<file path="config.mk">
export PLATFORM = sky130hd
export DESIGN_NAME = xadc_avg_sampler_flat
export DESIGN_NICKNAME = d
export VERILOG_FILES = /design/src/rtl/xadc_avg_sampler_if.sv /design/src/rtl/xadc_avg_sampler.sv /design/src/flat_wrapper.sv
export SDC_FILE = /design/constraint.sdc
export NUM_CORES = 1
export LEC_CHECK = 0
export ABC_AREA = 1
export BUFFER_PORTS_ARGS = -buffer_cell sky130_fd_sc_hd__buf_2
export CELL_PAD_IN_SITES_DETAIL_PLACEMENT = 1
export CELL_PAD_IN_SITES_GLOBAL_PLACEMENT = 2
export CORE_UTILIZATION = 27
export CTS_CLUSTER_SIZE = 8
export DETAILED_ROUTE_END_ITERATION = 10
export PLACE_DENSITY = 0.77
export SLEW_MARGIN = 20
export SYNTH_ARGS = -nofsm -noshare
export SYNTH_HDL_FRONTEND = slang
export SYNTH_SLANG_ARGS = --single-unit
</file>
<file path="constraint.sdc">
create_clock -name CLK100MHZ -period 1.6 [get_ports CLK100MHZ]
set_input_delay 0.24 -clock CLK100MHZ [delete_from_list [all_inputs] [get_ports CLK100MHZ]]
set_output_delay 0.24 -clock CLK100MHZ [all_outputs]
set_load 0.02 [all_outputs]
</file>
<file path="src/rtl/xadc_avg_sampler_if.sv">
// DRP-side signal bundle between the XADC wizard and xadc_avg_sampler.
// master: the sampler issuing reads; slave: the XADC (or a model of it).
interface xadc_avg_sampler_if;
    logic        eoc;
    logic        drdy;
    logic [15:0] do_in;
    logic        den;
    logic [6:0]  daddr;

    modport master (
        input  eoc,
        input  drdy,
        input  do_in,
        output den,
        output daddr
    );

    modport slave (
        output eoc,
        output drdy,
        output do_in,
        input  den,
        input  daddr
    );
endinterface

</file>
<file path="src/rtl/xadc_avg_sampler.sv">
// XADC DRP read sequencer with 2^LOG2_AVG boxcar averaging and optional LED thermometer bar.
// Define XADC_AVG_LED_BAR_EN to build the LED bar; otherwise LED is tied to zero.
module xadc_avg_sampler #(
    parameter int unsigned LOG2_AVG  = 4,
    parameter logic [6:0]  CHAN_ADDR = 7'h16,
    parameter int unsigned TIMEOUT   = 255
) (
    input  logic                      CLK100MHZ,
    input  logic                      rst_n,
    xadc_avg_sampler_if.master        drp,
    output logic [11:0]               sample,
    output logic                      sample_valid,
    output logic                      timeout_err,
    output logic                      overrun,
    output logic [15:0]               LED
);

    localparam int unsigned AccW = 12 + LOG2_AVG;
    // Keep the counter at least one bit wide so LOG2_AVG=0 still elaborates.
    localparam int unsigned CntW = (LOG2_AVG > 0) ? LOG2_AVG : 1;
    localparam logic [CntW-1:0] CntLast = CntW'((1 << LOG2_AVG) - 1);

    typedef enum logic {StIdle, StWait} state_e;

    state_e          state_q, state_d;
    logic            den_q, den_d;
    logic [15:0]     tmo_q, tmo_d;
    logic [AccW-1:0] acc_q, acc_d;
    logic [CntW-1:0] cnt_q, cnt_d;
    logic [11:0]     sample_q, sample_d;
    logic            valid_q, valid_d;
    logic            terr_q, terr_d;
    logic            ovr_q, ovr_d;

    logic [11:0]     code;
    logic [AccW-1:0] sum;
    logic            unused_lsb;

    assign code       = drp.do_in[15:4];
    assign sum        = acc_q + AccW'(code);
    assign unused_lsb = ^drp.do_in[3:0];

    always_ff @(posedge CLK100MHZ) begin
        if (!rst_n) begin
            state_q  <= StIdle;
            den_q    <= 1'b0;
            tmo_q    <= '0;
            acc_q    <= '0;
            cnt_q    <= '0;
            sample_q <= '0;
            valid_q  <= 1'b0;
            terr_q   <= 1'b0;
            ovr_q    <= 1'b0;
        end else begin
            state_q  <= state_d;
            den_q    <= den_d;
            tmo_q    <= tmo_d;
            acc_q    <= acc_d;
            cnt_q    <= cnt_d;
            sample_q <= sample_d;
            valid_q  <= valid_d;
            terr_q   <= terr_d;
            ovr_q    <= ovr_d;
        end
    end

    always_comb begin
        state_d  = state_q;
        den_d    = 1'b0;
        tmo_d    = tmo_q;
        acc_d    = acc_q;
        cnt_d    = cnt_q;
        sample_d = sample_q;
        valid_d  = 1'b0;
        terr_d   = terr_q;
        ovr_d    = ovr_q;
        unique case (state_q)
            StIdle: begin
                if (drp.eoc) begin
                    den_d   = 1'b1;
                    tmo_d   = 16'(TIMEOUT);
                    state_d = StWait;
                end
            end
            StWait: begin
                // Any eoc while a read is outstanding is dropped, even alongside drdy.
                if (drp.eoc) ovr_d = 1'b1;
                if (drp.drdy) begin
                    state_d = StIdle;
                    tmo_d   = '0;
                    if (cnt_q == CntLast) begin
                        sample_d = 12'(sum >> LOG2_AVG);
                        valid_d  = 1'b1;
                        acc_d    = '0;
                        cnt_d    = '0;
                    end else begin
                        acc_d = sum;
                        cnt_d = cnt_q + 1'b1;
                    end
                end else if (tmo_q == '0) begin
                    terr_d  = 1'b1;
                    state_d = StIdle;
                end else begin
                    tmo_d = tmo_q - 16'd1;
                end
            end
            default: state_d = StIdle;
        endcase
    end

    assign drp.den      = den_q;
    assign drp.daddr    = CHAN_ADDR;
    assign sample       = sample_q;
    assign sample_valid = valid_q;
    assign timeout_err  = terr_q;
    assign overrun      = ovr_q;

`ifdef XADC_AVG_LED_BAR_EN
    always_comb begin
        LED = '0;
        for (int i = 0; i < 16; i++) begin
            LED[i] = (4'(i) <= sample_q[11:8]);
        end
    end
`else
    assign LED = 16'h0000;
`endif

endmodule

</file>
<file path="src/flat_wrapper.sv">
// flat-port wrapper written by rule: the top's interface ports become plain ports
module xadc_avg_sampler_flat 
#(
    parameter int unsigned LOG2_AVG  = 4,
    parameter logic [6:0]  CHAN_ADDR = 7'h16,
    parameter int unsigned TIMEOUT   = 255
)
  (CLK100MHZ, rst_n, sample, sample_valid, timeout_err, overrun, LED, drp_eoc, drp_drdy, drp_do_in, drp_den, drp_daddr);
  xadc_avg_sampler_if drp_i ();
  input  logic CLK100MHZ;
  input  logic rst_n;
  output logic [11:0] sample;
  output logic sample_valid;
  output logic timeout_err;
  output logic overrun;
  output logic [15:0] LED;
  input wire logic [$bits(drp_i.eoc)-1:0] drp_eoc;
  input wire logic [$bits(drp_i.drdy)-1:0] drp_drdy;
  input wire logic [$bits(drp_i.do_in)-1:0] drp_do_in;
  output wire logic [$bits(drp_i.den)-1:0] drp_den;
  output wire logic [$bits(drp_i.daddr)-1:0] drp_daddr;
  assign drp_i.eoc = drp_eoc;
  assign drp_i.drdy = drp_drdy;
  assign drp_i.do_in = drp_do_in;
  assign drp_den = drp_i.den;
  assign drp_daddr = drp_i.daddr;
  xadc_avg_sampler #(.LOG2_AVG(LOG2_AVG), .CHAN_ADDR(CHAN_ADDR), .TIMEOUT(TIMEOUT)) u_core (.CLK100MHZ(CLK100MHZ), .rst_n(rst_n), .drp(drp_i), .sample(sample), .sample_valid(sample_valid), .timeout_err(timeout_err), .overrun(overrun), .LED(LED));
endmodule
</file>
==> run metrics <==
share of cells above drive strength 1 0.260; Die W 113 um; CP max stage cell fa_2; Worst Reg-to-Reg Cells 11; Hold Violations, Final 0; placed instance count 683; wire length on met1 4330 um; die area 12,700 sq um; CP Class reg2reg; Peak VDD IR 0.000392 V; final wirelength 9410 um; Port-buffer cells 31; hold depth 3; CTS clk-pin slew, worst paths 0.08 ns; clock skew 0.0103 ns; Area Overhead vs Synth 26.0%; endpoints failing setup 12; met2 WL post-DR 4780 um; main combinational cell family by area after synthesis simple AND/OR/NAND/NOR gates; Post-synth EDFFs 0; leakage 1.94 nW; final worst setup slack -0.118 ns; most frequent CP cell nand2_2; clk_lat worst skew 0.30 ns; status finished with violations; worst hold path type in2reg; ANT cells 0; Worst Hold Endpoint u_core.state_q; Yosys warning count 0; Pre-Repair DR Iteration Count 4; largest stage delay on the critical path 0.35 ns; Mapped Cells 495; Placed Area 3700 sq um; vias 3,166; initial DRC count 77; CTS tree yes; FF+latch area 1070 sq um; max cap viols 0; Avg Vias per Cell 4.55; Data arrival, critical path 1.95 ns; RSZ-0062 raised after global routing yes; commonest non-fill, non-tap cells in the layout 132 x nand2_1, 52 x inv_1, 48 x dfxtp_1, 44 x nor2_1, 31 x buf_2; Synth cell types 39; multiplexer area fraction after synthesis 0; post-layout min period 1.72 ns; XOR/XNOR Fraction of Synth Area 0.0318; Overall Global Routing Usage 0.152; hpwl dp 6830 um; io pins 59; syn avg cell area 6.67 sq um; Finished Cell Area 4160 sq um; Multi-input gate area 2140 sq um; DR DRC count 0; antenna viol nets, final 0; cell accounting for the most synthesized area dfxtp_1; register area share after synthesis 0.321; share of the synthesized area in the top cell type 0.321; Post-Synth Simple-Gate Area 0.344; period utilization 1.07; post-route insts no fill 696; fill cell count 1,534; worst hold start drp_eoc; FF-to-FF End u_core.acc_q[10]; nets 583; failing checks setup timing; die height 113 um; Crit. End Element flop; Final Max Slew Viols 0; H-Tree Depth 2; routed wl met3 166 um; Initial Util 0.276; largest net degree at the start of global routing 21; Power per Cell Area 799 nW/um^2; ys async rst share 0; crit start category flop; Clock Sink Count 53; post-synthesis adder-cell area fraction 0.0591; crit path cell chain ha_4 -> fa_2 -> nand2_2 -> nand2_2 -> nand3b_1 -> nand2_2 -> nand2_2 -> nand2_1 -> nand2_1 -> nand3_1 -> a21oi_1; flops & latches, synth 53; vias in the first global route 3,176; GPL Wtd Cong 0.753; Core ar. 12,000 sq um; antenna violations before repair 0; reg-to-reg critical path startpoint u_core.acc_q[0]; CTS buffer count 5; wire length per cell 13.5 um; Post-Synthesis Cell Area 3300 sq um; global-route wire length before repair 15,100 um; flop2flop setup slack -0.12 ns; compound-gate portion of the synthesized area 0.103; most common cell after layout, fill and taps aside nand2_1; Synth area leaders dfxtp_1 32%, nand2_1 16%, inv_1 6.3%; CP Data Required Time 1.83 ns; GR Overflow Total 0; cts hold-fix bufs 0; crit path max fanout 4; row cnt 40; clk root buf clkbuf_16; max frequency 582 MHz; Fin Setup TNS -0.710 ns; Top Metal Used met4; clock buffer depth 2; ys flop type dfxtp_1
## metal layers
layer,vias to the layer above,track usage
li1,1625,-
met1,1504,0.186
met2,29,0.270
met3,8,0.0216
met4,0,0.0560
met5,-,0
## layout make-up
type                       count  share of cell area
timing repair buffer          56              0.0893
tap                          147              0.0442
timing repair inverter         1             0.00211
clock buffer                   6              0.0310
multi-input combinational    371               0.515
inverter                      60              0.0583
clock inverter                 2             0.00331
sequential                    53               0.257
## stage by stage
step	utilization	total power, W	hold slack [ns]	worst slack, ns
3_5_place_dp	0.309	0.00212	0.436	-0.191
6_report	0.348	0.00332	0.209	-0.118
4_1_cts	0.332	0.00330	0.198	-0.108
3_3_place_gp	0.309	0.00210	0.432	-0.159
2_1_floorplan	-	0.00194	0.371	0.0166
5_1_grt	0.348	0.00350	0.235	-0.211
## where the power goes
| group | total (W) | switching, W | internal, W |
|---|---|---|---|
| sequential | 0.00142 | 0.0000543 | 0.00137 |
| combinational | 0.000776 | 0.000471 | 0.000305 |
| clock | 0.00112 | 0.000535 | 0.000586 |
| total | 0.00332 | 0.00106 | 0.00226 |
## cell usage after synthesis, types with 7 or more instances
library cell  count
ha_1             14
nor2_1           50
o21ai_0          18
buf_4            25
dfxtp_1          53
inv_1            55
a21oi_2           7
nand3_1          32
nand2_1         143
a21oi_1          27
xor2_1            8
## cells by family (layout without fill, tap and decap cells)
kind of cell / after synthesis / in the layout
other: 2 / 23
AND/OR/NAND/NOR: 261 / 262
flip-flops: 53 / 53
XOR/XNOR: 12 / 12
buffers and inverters: 93 / 125
adder cells (fa/ha/maj): 15 / 15
AO/OA/AOI/OAI: 59 / 59
## worst max-delay path by stage
stage / slack [ns] / from / endpoint / cells after the start
floorplan: 0.02 / u_core.acc_q[0] / u_core.acc_q[8] / 10
global placement: -0.16 / drp_do_in[4] / u_core.acc_q[8] / 11
detailed placement: -0.19 / drp_do_in[4] / u_core.acc_q[8] / 11
CTS: -0.11 / u_core.acc_q[0] / u_core.acc_q[14] / 11
global route: -0.21 / u_core.acc_q[0] / u_core.acc_q[14] / 11
finish: -0.12 / u_core.acc_q[0] / u_core.acc_q[10] / 11
## sequential cells by signal (all words and copies together) (netlist names)
| register | cells |
|---|---|
| u_core.acc_q | 16 |
| u_core.tmo_q | 16 |
| u_core.sample | 12 |
| u_core.cnt_q | 4 |
| u_core.drp.den | 1 |
| u_core.overrun | 1 |
| u_core.sample_valid | 1 |
| u_core.state_q | 1 |
| u_core.timeout_err | 1 |
## worst max-delay path: cells and delay by family (launching register included)
family	cells	cell delay [ns]
and+or+nand+nor	8	0.64
adders and majority gates	2	0.51
DFF	1	0.34
AOI/OAI and AO/OA	1	0.16
## what timing repair did
action,in CTS,in global routing
setup endpoints to repair,32,45
pin swaps,6,13
buffers inserted,0,3
endpoints found under the hold margin,0,0
resized for setup,24,34
cloned,0,2
Power figures use the tool's default switching activity.
